$ cat config.mk
export PLATFORM = sky130hd
export DESIGN_NAME = mux_2
export DESIGN_NICKNAME = d
export VERILOG_FILES = /design/src/rtl/mux_2.sv
export SDC_FILE = /design/constraint.sdc
export NUM_CORES = 1
export LEC_CHECK = 0
export ABC_CLOCK_PERIOD_IN_PS = 1950
export BUFFER_PORTS_ARGS = -buffer_cell sky130_fd_sc_hd__buf_2
export CELL_PAD_IN_SITES_DETAIL_PLACEMENT = 0
export CELL_PAD_IN_SITES_GLOBAL_PLACEMENT = 1
export CORE_ASPECT_RATIO = 1.75
export CORE_MARGIN = 4
export CORE_UTILIZATION = 30
export CTS_CLUSTER_SIZE = 28
export DETAILED_ROUTE_END_ITERATION = 16
export PLACE_DENSITY_LB_ADDON = 0.1
export SLEW_MARGIN = 25
export SYNTH_ARGS = -nofsm -noshare
export SYNTH_HDL_FRONTEND = slang
export SYNTH_SLANG_ARGS = --single-unit
$ cat constraint.sdc
create_clock -name clk -period 1.95 [get_ports clk]
set_clock_uncertainty 0.05 [all_clocks]
set_input_delay 0.0975 -clock clk [delete_from_list [all_inputs] [get_ports clk]]
set_output_delay 0.0975 -clock clk [all_outputs]
set_load 0.01 [all_outputs]
$ cat src/rtl/mux_2.sv
// mux_2: parameterised 2:1 data selector with a registered shadow stage.
// The combinational output y is the primary result. y_q and s_q hold the
// values sampled at the last enabled edge. switch_cnt counts select changes
// between enabled samples and saturates at all-ones.
module mux_2 #(
    parameter int W     = 8,
    parameter int CNT_W = 8
) (
    input  logic             clk,
    input  logic             rst,
    input  logic [W-1:0]     d0,
    input  logic [W-1:0]     d1,
    input  logic             s,
    input  logic             en,
    output logic [W-1:0]     y,
    output logic [W-1:0]     y_q,
    output logic             s_q,
    output logic [CNT_W-1:0] switch_cnt
);

    localparam logic [CNT_W-1:0] CNT_MAX = '1;

    logic             sel_changed;
    logic             cnt_at_max;

    // Steer the selected operand straight through, bit for bit; only s=1 picks d1.
    always_comb begin
        y = d0;
        if (s == 1'b1) begin
            y = d1;
        end
    end

    // A change is counted against the last enabled sample, not the previous cycle.
    always_comb begin
        sel_changed = (s != s_q);
        cnt_at_max  = (switch_cnt == CNT_MAX);
    end

    // Shadow registers: reset has priority over enable; en=0 holds everything.
    always_ff @(posedge clk) begin
        if (rst) begin
            y_q        <= '0;
            s_q        <= 1'b0;
            switch_cnt <= '0;
        end else if (en) begin
            y_q <= y;
            s_q <= s;
            if (sel_changed && !cnt_at_max) begin
                switch_cnt <= switch_cnt + 1'b1;
            end
        end
    end

endmodule

==> results of run 1 <==
==> synthesized netlist by cell type (all sizes together) <==
cell type and count:
mux2i 5, nor2b 1, xnor2 1, a21oi 3, ha 1, nor2 22, nand3 4, nor4 1
xor2 2, nand2 4, a31oi 2, o21bai 1, o211ai 1, dfxtp 17, buf 2, a21o 1
nor3 9, clkbuf 2, inv 2, nand4 3, a311oi 1, a211oi 1, nand2b 1, mux2 8
==> where the power goes <==
group	switching, mW	internal [mW]
sequential	0.0109	0.364
combinational	0.0726	0.0646
clock	0.117	0.145
total	0.200	0.574
==> worst min-delay path, cell delays in order <==
cell and delay, ps:
buf_2 130, nor2_1 100, nor3_1 50
==> registers in the layout, indices dropped and copies added (netlist names) <==
register / cells
y_q: 8
s_q: 1
switch_cnt: 8
==> cell families (layout without fill, tap and decap cells) <==
kind of cell	Yosys count	after routing	synth area share
buffers and inverters	6	51	0.0376
AOI/OAI and AO/OA	10	10	0.0858
xor gates and xnor gates	3	3	0.0316
and+or+nand+nor	45	45	0.252
DFF	17	17	0.410
adders and majority gates	1	1	0.0151
muxes	13	13	0.169
==> cell type report <==
| cell class | instances | area (um2) | area share |
|---|---|---|---|
| Clock buffer | 4 | 45.0 | 0.0404 |
| Inverter | 2 | 7.51 | 0.00674 |
| Tap cell | 27 | 33.8 | 0.0303 |
| Sequential cell | 17 | 340 | 0.306 |
| Multi-Input combinational cell | 72 | 459 | 0.412 |
| Timing Repair Buffer | 45 | 228 | 0.204 |
==> routing by layer <==
layer | wire (um) | track usage | part of all wire | up-vias
met5 | 0 | 0 | 0 | -
met4 | 18 | 0.0566 | 0.0079 | 0
met3 | 133 | 0.0162 | 0.059 | 2
met2 | 1210 | 0.216 | 0.53 | 29
met1 | 907 | 0.165 | 0.40 | 389
li1 | - | - | - | 422
==> stage by stage <==
stage	instance area (um2)	power (mW)	instances	utilization	hold slack, ps
2_1_floorplan	831	0.464	95	-	282
3_3_place_gp	1070	0.520	163	0.397	391
3_5_place_dp	1070	0.524	163	0.397	406
4_1_cts	1110	0.789	167	0.414	140
5_1_grt	1110	0.821	167	0.414	162
6_report	1110	0.774	167	0.414	134
==> worst max path at each step <==
| stage | start | endpoint | slack (ps) | cells after the start |
|---|---|---|---|---|
| 6_report | switch_cnt[0] | switch_cnt[1] | 420 | 5 |
| 5_1_grt | switch_cnt[0] | switch_cnt[1] | 280 | 5 |
| 4_1_cts | switch_cnt[0] | switch_cnt[1] | 400 | 5 |
| 3_5_place_dp | switch_cnt[0] | switch_cnt[1] | 420 | 5 |
| 3_3_place_gp | switch_cnt[0] | switch_cnt[1] | 460 | 5 |
| 2_1_floorplan | switch_cnt[0] | switch_cnt[1] | 490 | 5 |
==> impl_results.md, run 1 <==
- Status: finished, final reports clean
- Mapped Cells: 95
- CP delay by family, top: flip-flops
- CTS Sinks: 17
- Fin crit period: approximately 1500 ps
- Worst Setup End Kind: register
- Synth area leader: dfxtp_1
- Post-synthesis sequential area ratio: 0.410
- Synth top area share: 0.410
- CP required: about 2000 ps
- Worst Reg2Reg Path Length in Cells: 5
- Unique masters post-synth: 27
- # rows: 25
- Largest net degree at the start of global routing: 18
- Die Y: just under 80 um
- Vias per cell: between 5 and 6
- RSZ-0062 raised after global routing: no
- Most frequent cells in the layout: buf_2, nor2_1, dfxtp_1
- RR Endpoint: switch_cnt[1]
- Total Nets Final: between 150 and 200
- Initial DRC count: 15
- Worst-Skew Late Latency: about 250 ps
- Count of pins over their slew limit: 0
- DR WL/cell: approximately 14 um
- ANT cells: 0
- Pwr dens: 695 nW/um2
- Critical path cell sequence: ha_1, nand4_1, o211ai_2, mux2i_1, nor2_1
- Relative slew slack: 0.712
- I/O pin count: 45
- Layout filler cell count: slightly above 300
- Clk slew on worst S/H paths: approximately 60 ps
- Total track usage: 0.133
- Hold Path Depth: 3
- Area growth syn-to-layout: 34.0%
- Core ar.: between 2000 and 3000 um2
- Vias: ~840
- Final antenna-violating net count: 0
- CTS Hold Bufs: 0
- Vias in the first global route: slightly above 800
- Post-cts sizing count: 0
- Hold Path End: y_q[3]
- Detailed placement HPWL: 1760 um
- Tightest Pin Transition: around 430 ps
- Drt total wl: about 2300 um
- Pleak: about 0.52 nW
- Worst Hold Class: input port to register
- Die area: 3710 um2
- DRT Pass-1 Iters: 4
- Worst EP arrival: between 1500 and 2000 ps
- Worst reg2reg setup slack: ~420 ps
- CTS Buffer Depth: 2
- Hold_sp: en
- Global-route wire length before repair: roughly 3700 um
- Critical path class: register to register
- Final Hold Viols: 0
- Mapped cell area: between 800 and 900 um2
- Postcts setup bufs: 0
- Top cells by area, synth: dfxtp_1, mux2_2, nor2_1, mux2i_1, nor3_1
- MaxCap Viol Count: 0
- Die W: ~48 um
- Commonest non-fill, non-tap cell in the layout: buf_2
- Max Fanout on Critical Path: 7
- Port Buffers: 44
- Initial antenna violation count: 0
- H-tree depth: 1
- Setup WS post-layout: between 400 and 500 ps
- Mapped Nets: 116
- CTS tree: built
- Routability Congestion: roughly 0.8
- Clk root buf: clkbuf_8
- Total congestion overflow: 0
- Tcrit/Tclk final: 0.784
- Startpoint types: register
- Max Fclk: roughly 650 MHz
- #FFs+latches synth: 17
- Crit Reg-Reg Startpoint: switch_cnt[0]
- CP max stage cell: dfxtp_1
- Final TNS setup: 0 ps
- CP Buf/Inv Count: 0
- Average size of a mapped cell: 8.75 um2
- Initial core utilization: 0.309
- Share of cells above drive strength 1: 0.429
- Slowest stage delay, CP: about 380 ps
- Yosys warning total: 0
- Num CTS Buffers: 3
- Peak supply drop: roughly 0.31 mV
- Dpl ws: 418 ps
- Count of final setup violators: 0
- Detailed-route DRC error count: 0
Note: power is estimated with default switching activity, not from simulation.
==> inputs of run 2 (changes only) <==
--- a/config.mk
+++ b/config.mk
@@ -5,13 +5,14 @@
 export SDC_FILE = /design/constraint.sdc
 export NUM_CORES = 1
 export LEC_CHECK = 0
-export ABC_CLOCK_PERIOD_IN_PS = 1950
+export ABC_AREA = 1
+export ABC_CLOCK_PERIOD_IN_PS = 1350
 export BUFFER_PORTS_ARGS = -buffer_cell sky130_fd_sc_hd__buf_2
 export CELL_PAD_IN_SITES_DETAIL_PLACEMENT = 0
 export CELL_PAD_IN_SITES_GLOBAL_PLACEMENT = 1
 export CORE_ASPECT_RATIO = 1.75
 export CORE_MARGIN = 4
-export CORE_UTILIZATION = 30
+export CORE_UTILIZATION = 27
 export CTS_CLUSTER_SIZE = 28
 export DETAILED_ROUTE_END_ITERATION = 16
 export PLACE_DENSITY_LB_ADDON = 0.1
==> constraint.sdc (replaced) <==
create_clock -name clk -period 1.35 [get_ports clk]
set_clock_uncertainty 0.05 [all_clocks]
set_input_delay 0.0675 -clock clk [delete_from_list [all_inputs] [get_ports clk]]
set_output_delay 0.0675 -clock clk [all_outputs]
set_load 0.01 [all_outputs]
==> run 2 against run 1 <==
Against the previous run:
- count of clock-buffer cells in the layout unchanged
- fmax up 23%
- power up 55%
- global-route usage down 0.61 points
- via count up 25%
- clock power up 49%
- cell area up 18%
- highest routed layer unchanged
==> impl_results.md, run 2 <==
- Status: finished, final reports clean
- MaxCap Viol Count: 0 (unchanged)
- Max Fanout on Critical Path: 6 (-1)
- CTS Sinks: 17 (unchanged)
- #FFs+latches synth: 17 (unchanged)
- RSZ-0062 raised after global routing: yes
- Initial DRC count: 8 (-7)
- Final Hold Viols: 0 (unchanged)
- Startpoint types: register
- Multi-input gate area: 531 um2 (+16%)
- Vias in the first global route: 1035 (+26%)
- Relative slew slack: 0.811 (+0.0987)
- Most frequent cells in the layout: buf_2, nand2_1, nor2_1
- Vias per cell: 4.38 (-13%)
- Vias: 1056 (+25%)
- Critical path class: register to register
- EDFF count, synth: 0 (unchanged)
- Worst Setup End Kind: register
- Worst EP arrival: 1340 ps (-270 ps)
- Area growth syn-to-layout: 36.8%
- Routability Congestion: 0.777 (-3.2%)
- Die area: 4620 um2 (+24%)
- Total power: 1.20 mW (+55%)
- Pleak: 0.736 nW (+42%)
- Top cells by area, synth: dfxtp_1, nand2_1, nor2_1, inv_1, o21ai_0
- Pwr dens: 912 nW/um2 (+31%)
- DRT Pass-1 Iters: 4 (unchanged)
- Clk root buf: clkbuf_8
- Post-layout util: 0.387 (-0.0270)
- Layout filler cell count: 398 (+29%)
- Tcrit/Tclk final: 0.921 (+0.137)
- Initial core utilization: 0.283 (-0.0261)
- Reg area: 344 um2 (+1.1%)
- Clk slew on worst S/H paths: 70 ps (about the same)
- Peak supply drop: 0.472 mV (+52%)
- Detailed-route DRC error count: 0 (unchanged)
- Setup WS post-layout: 107 ps (-315 ps)
- Post-synthesis sequential area ratio: 0.354 (-0.0555)
- Share of cells above drive strength 1: 0.362 (-0.0663)
- Unique masters post-synth: 23 (-15%)
- Yosys warning total: 0 (unchanged)
- Mapped cell area: 961 um2 (+16%)
- Core ar.: 3400 um2 (+26%)
- Synth area leader: dfxtp_1
- Total congestion overflow: 0 (unchanged)
- Commonest non-fill, non-tap cell in the layout: buf_2
- Total Nets Final: 218 (+35%)
- Die W: 53.1 um (+11%)
- Detailed placement HPWL: 2050 um (+17%)
- Dominant cell by count in the synthesized netlist: nand2_1
- Fin crit period: 1240 ps (-285 ps)
- Worst-Skew Late Latency: 250 ps (about the same)
- DR WL/cell: 10.8 um (-20%)
- CTS tree: built
- Num CTS Buffers: 3 (unchanged)
- Drt total wl: 2610 um (+15%)
- Top flop regs: switch_cnt x8, y_q x8, s_q x1
- Prevailing post-synth register cell: dfxtp_1
- Largest net degree at the start of global routing: 11 (-7)
- Count of final setup violators: 0 (unchanged)
- Initial antenna violation count: 0 (unchanged)
- Tightest Pin Transition: 284 ps (-145 ps)
- Mapped Cells: 148 (+56%)
- Die Y: 86.9 um (+12%)
- Fraction of registers with async set/reset: 0 (unchanged)
- CTS Buffer Depth: 2 (unchanged)
- I/O pin count: 45 (unchanged)
- Count of pins over their slew limit: 0 (unchanged)
- H-tree depth: 1 (unchanged)
- Max Fclk: 805 MHz (+23%)
- Total track usage: 0.127 (-0.00613)
- Port Buffers: 44 (unchanged)
- Final antenna-violating net count: 0 (unchanged)
- Postcts setup bufs: 0 (unchanged)
- Average size of a mapped cell: 6.49 um2 (-26%)
- Dpl ws: 4.71 ps (-413 ps)
- Mapped Nets: 169 (+46%)
- Worst Hold Class: input port to register
- ANT cells: 0 (unchanged)
- Global-route wire length before repair: 4380 um (+18%)
- Synth top area share: 0.354 (-0.0555)
- CP required: 1450 ps (-580 ps)
- Top cells by count, synth: nand2_1, nor2_1, inv_1
- # rows: 28 (+12%)
[run 2: changes by cell type after synthesis, moves of 5 or more]
| cell | before | now |
|---|---|---|
| inv_1 | 1 | 19 |
| mux2_2 | 8 | 0 |
| mux2i_1 | 5 | 0 |
| nand2_1 | 4 | 43 |
| nor2_1 | 21 | 26 |
| nor3_1 | 9 | 1 |
| o21ai_0 | 0 | 9 |
[run 2: cells by family (layout without fill, tap and decap cells)]
kind of cell	count (synthesis)	after routing	synth area share
AND/OR/NAND/NOR	86	86	0.398
buffers and inverters	26	74	0.122
AO/OA/AOI/OAI	18	18	0.112
flip-flops	17	17	0.354
adder cells (fa/ha/maj)	1	1	0.0130
[run 2: critical path: stages, from the launching register on]
cell and delay, ps:
dfxtp_2 370, ha_4 150, nand2_2 70, nor2_4 170
nand2_4 80, nand3_4 90, nand2_1 60, nand2_1 60
nor2_1 40
[run 2: area by class of cell]
class,count,area share
multi-input cells,105,0.403
flip-flops and latches,17,0.262
repair buffers,47,0.185
inverters,23,0.0733
well taps,45,0.0428
clock buffers,4,0.0343
[run 2: path summary, 6_finish.rpt]
| path | startpoint | endpoint | slack (ps) | depth (start not counted) |
|---|---|---|---|---|
| max | switch_cnt[0] | switch_cnt[1] | 110 | 8 |
| min | d0[0] | y_q[0] | 80 | 5 |
| max reg2reg | switch_cnt[0] | switch_cnt[1] | 110 | 8 |
| min reg2reg | switch_cnt[7] | switch_cnt[7] | 480 | 2 |
[run 2: stage by stage]
step / TNS, ps / instances / hold WS, ps / cell area, um2
floorplan: 0 / 148 / 211 / 961
global placement: 0 / 237 / 322 / 1240
detailed placement: 0 / 237 / 337 / 1240
CTS: 0 / 241 / 71.5 / 1290
global route: -14.9 / 241 / 109 / 1320
finish: 0 / 241 / 77.0 / 1320
[run 2: power breakdown]
part / leakage, nW / switching [mW] / internal [mW] / total, mW
clock network: 0.0228 / 0.182 / 0.210 / 0.391
logic: 0.572 / 0.147 / 0.108 / 0.256
registers: 0.141 / 0.0212 / 0.531 / 0.552
total: 0.736 / 0.350 / 0.849 / 1.20
[run 2: routing by layer]
layer,up-vias,GRT usage,part of all wire
met3,2,0.0172,0.056
met1,475,0.132,0.38
met2,31,0.239,0.55
li1,548,-,-
met5,-,0,0
met4,0,0.0558,0.0096
[run 2: timing repair]
| item | in CTS | in global routing |
|---|---|---|
| resized for setup | 1 | 7 |
| pin swaps | 0 | 2 |
| endpoints found under the setup margin | 2 | 8 |
| gates cloned | 0 | 0 |
| hold buffers | 0 | 0 |
| hold endpoints to repair | 0 | 0 |
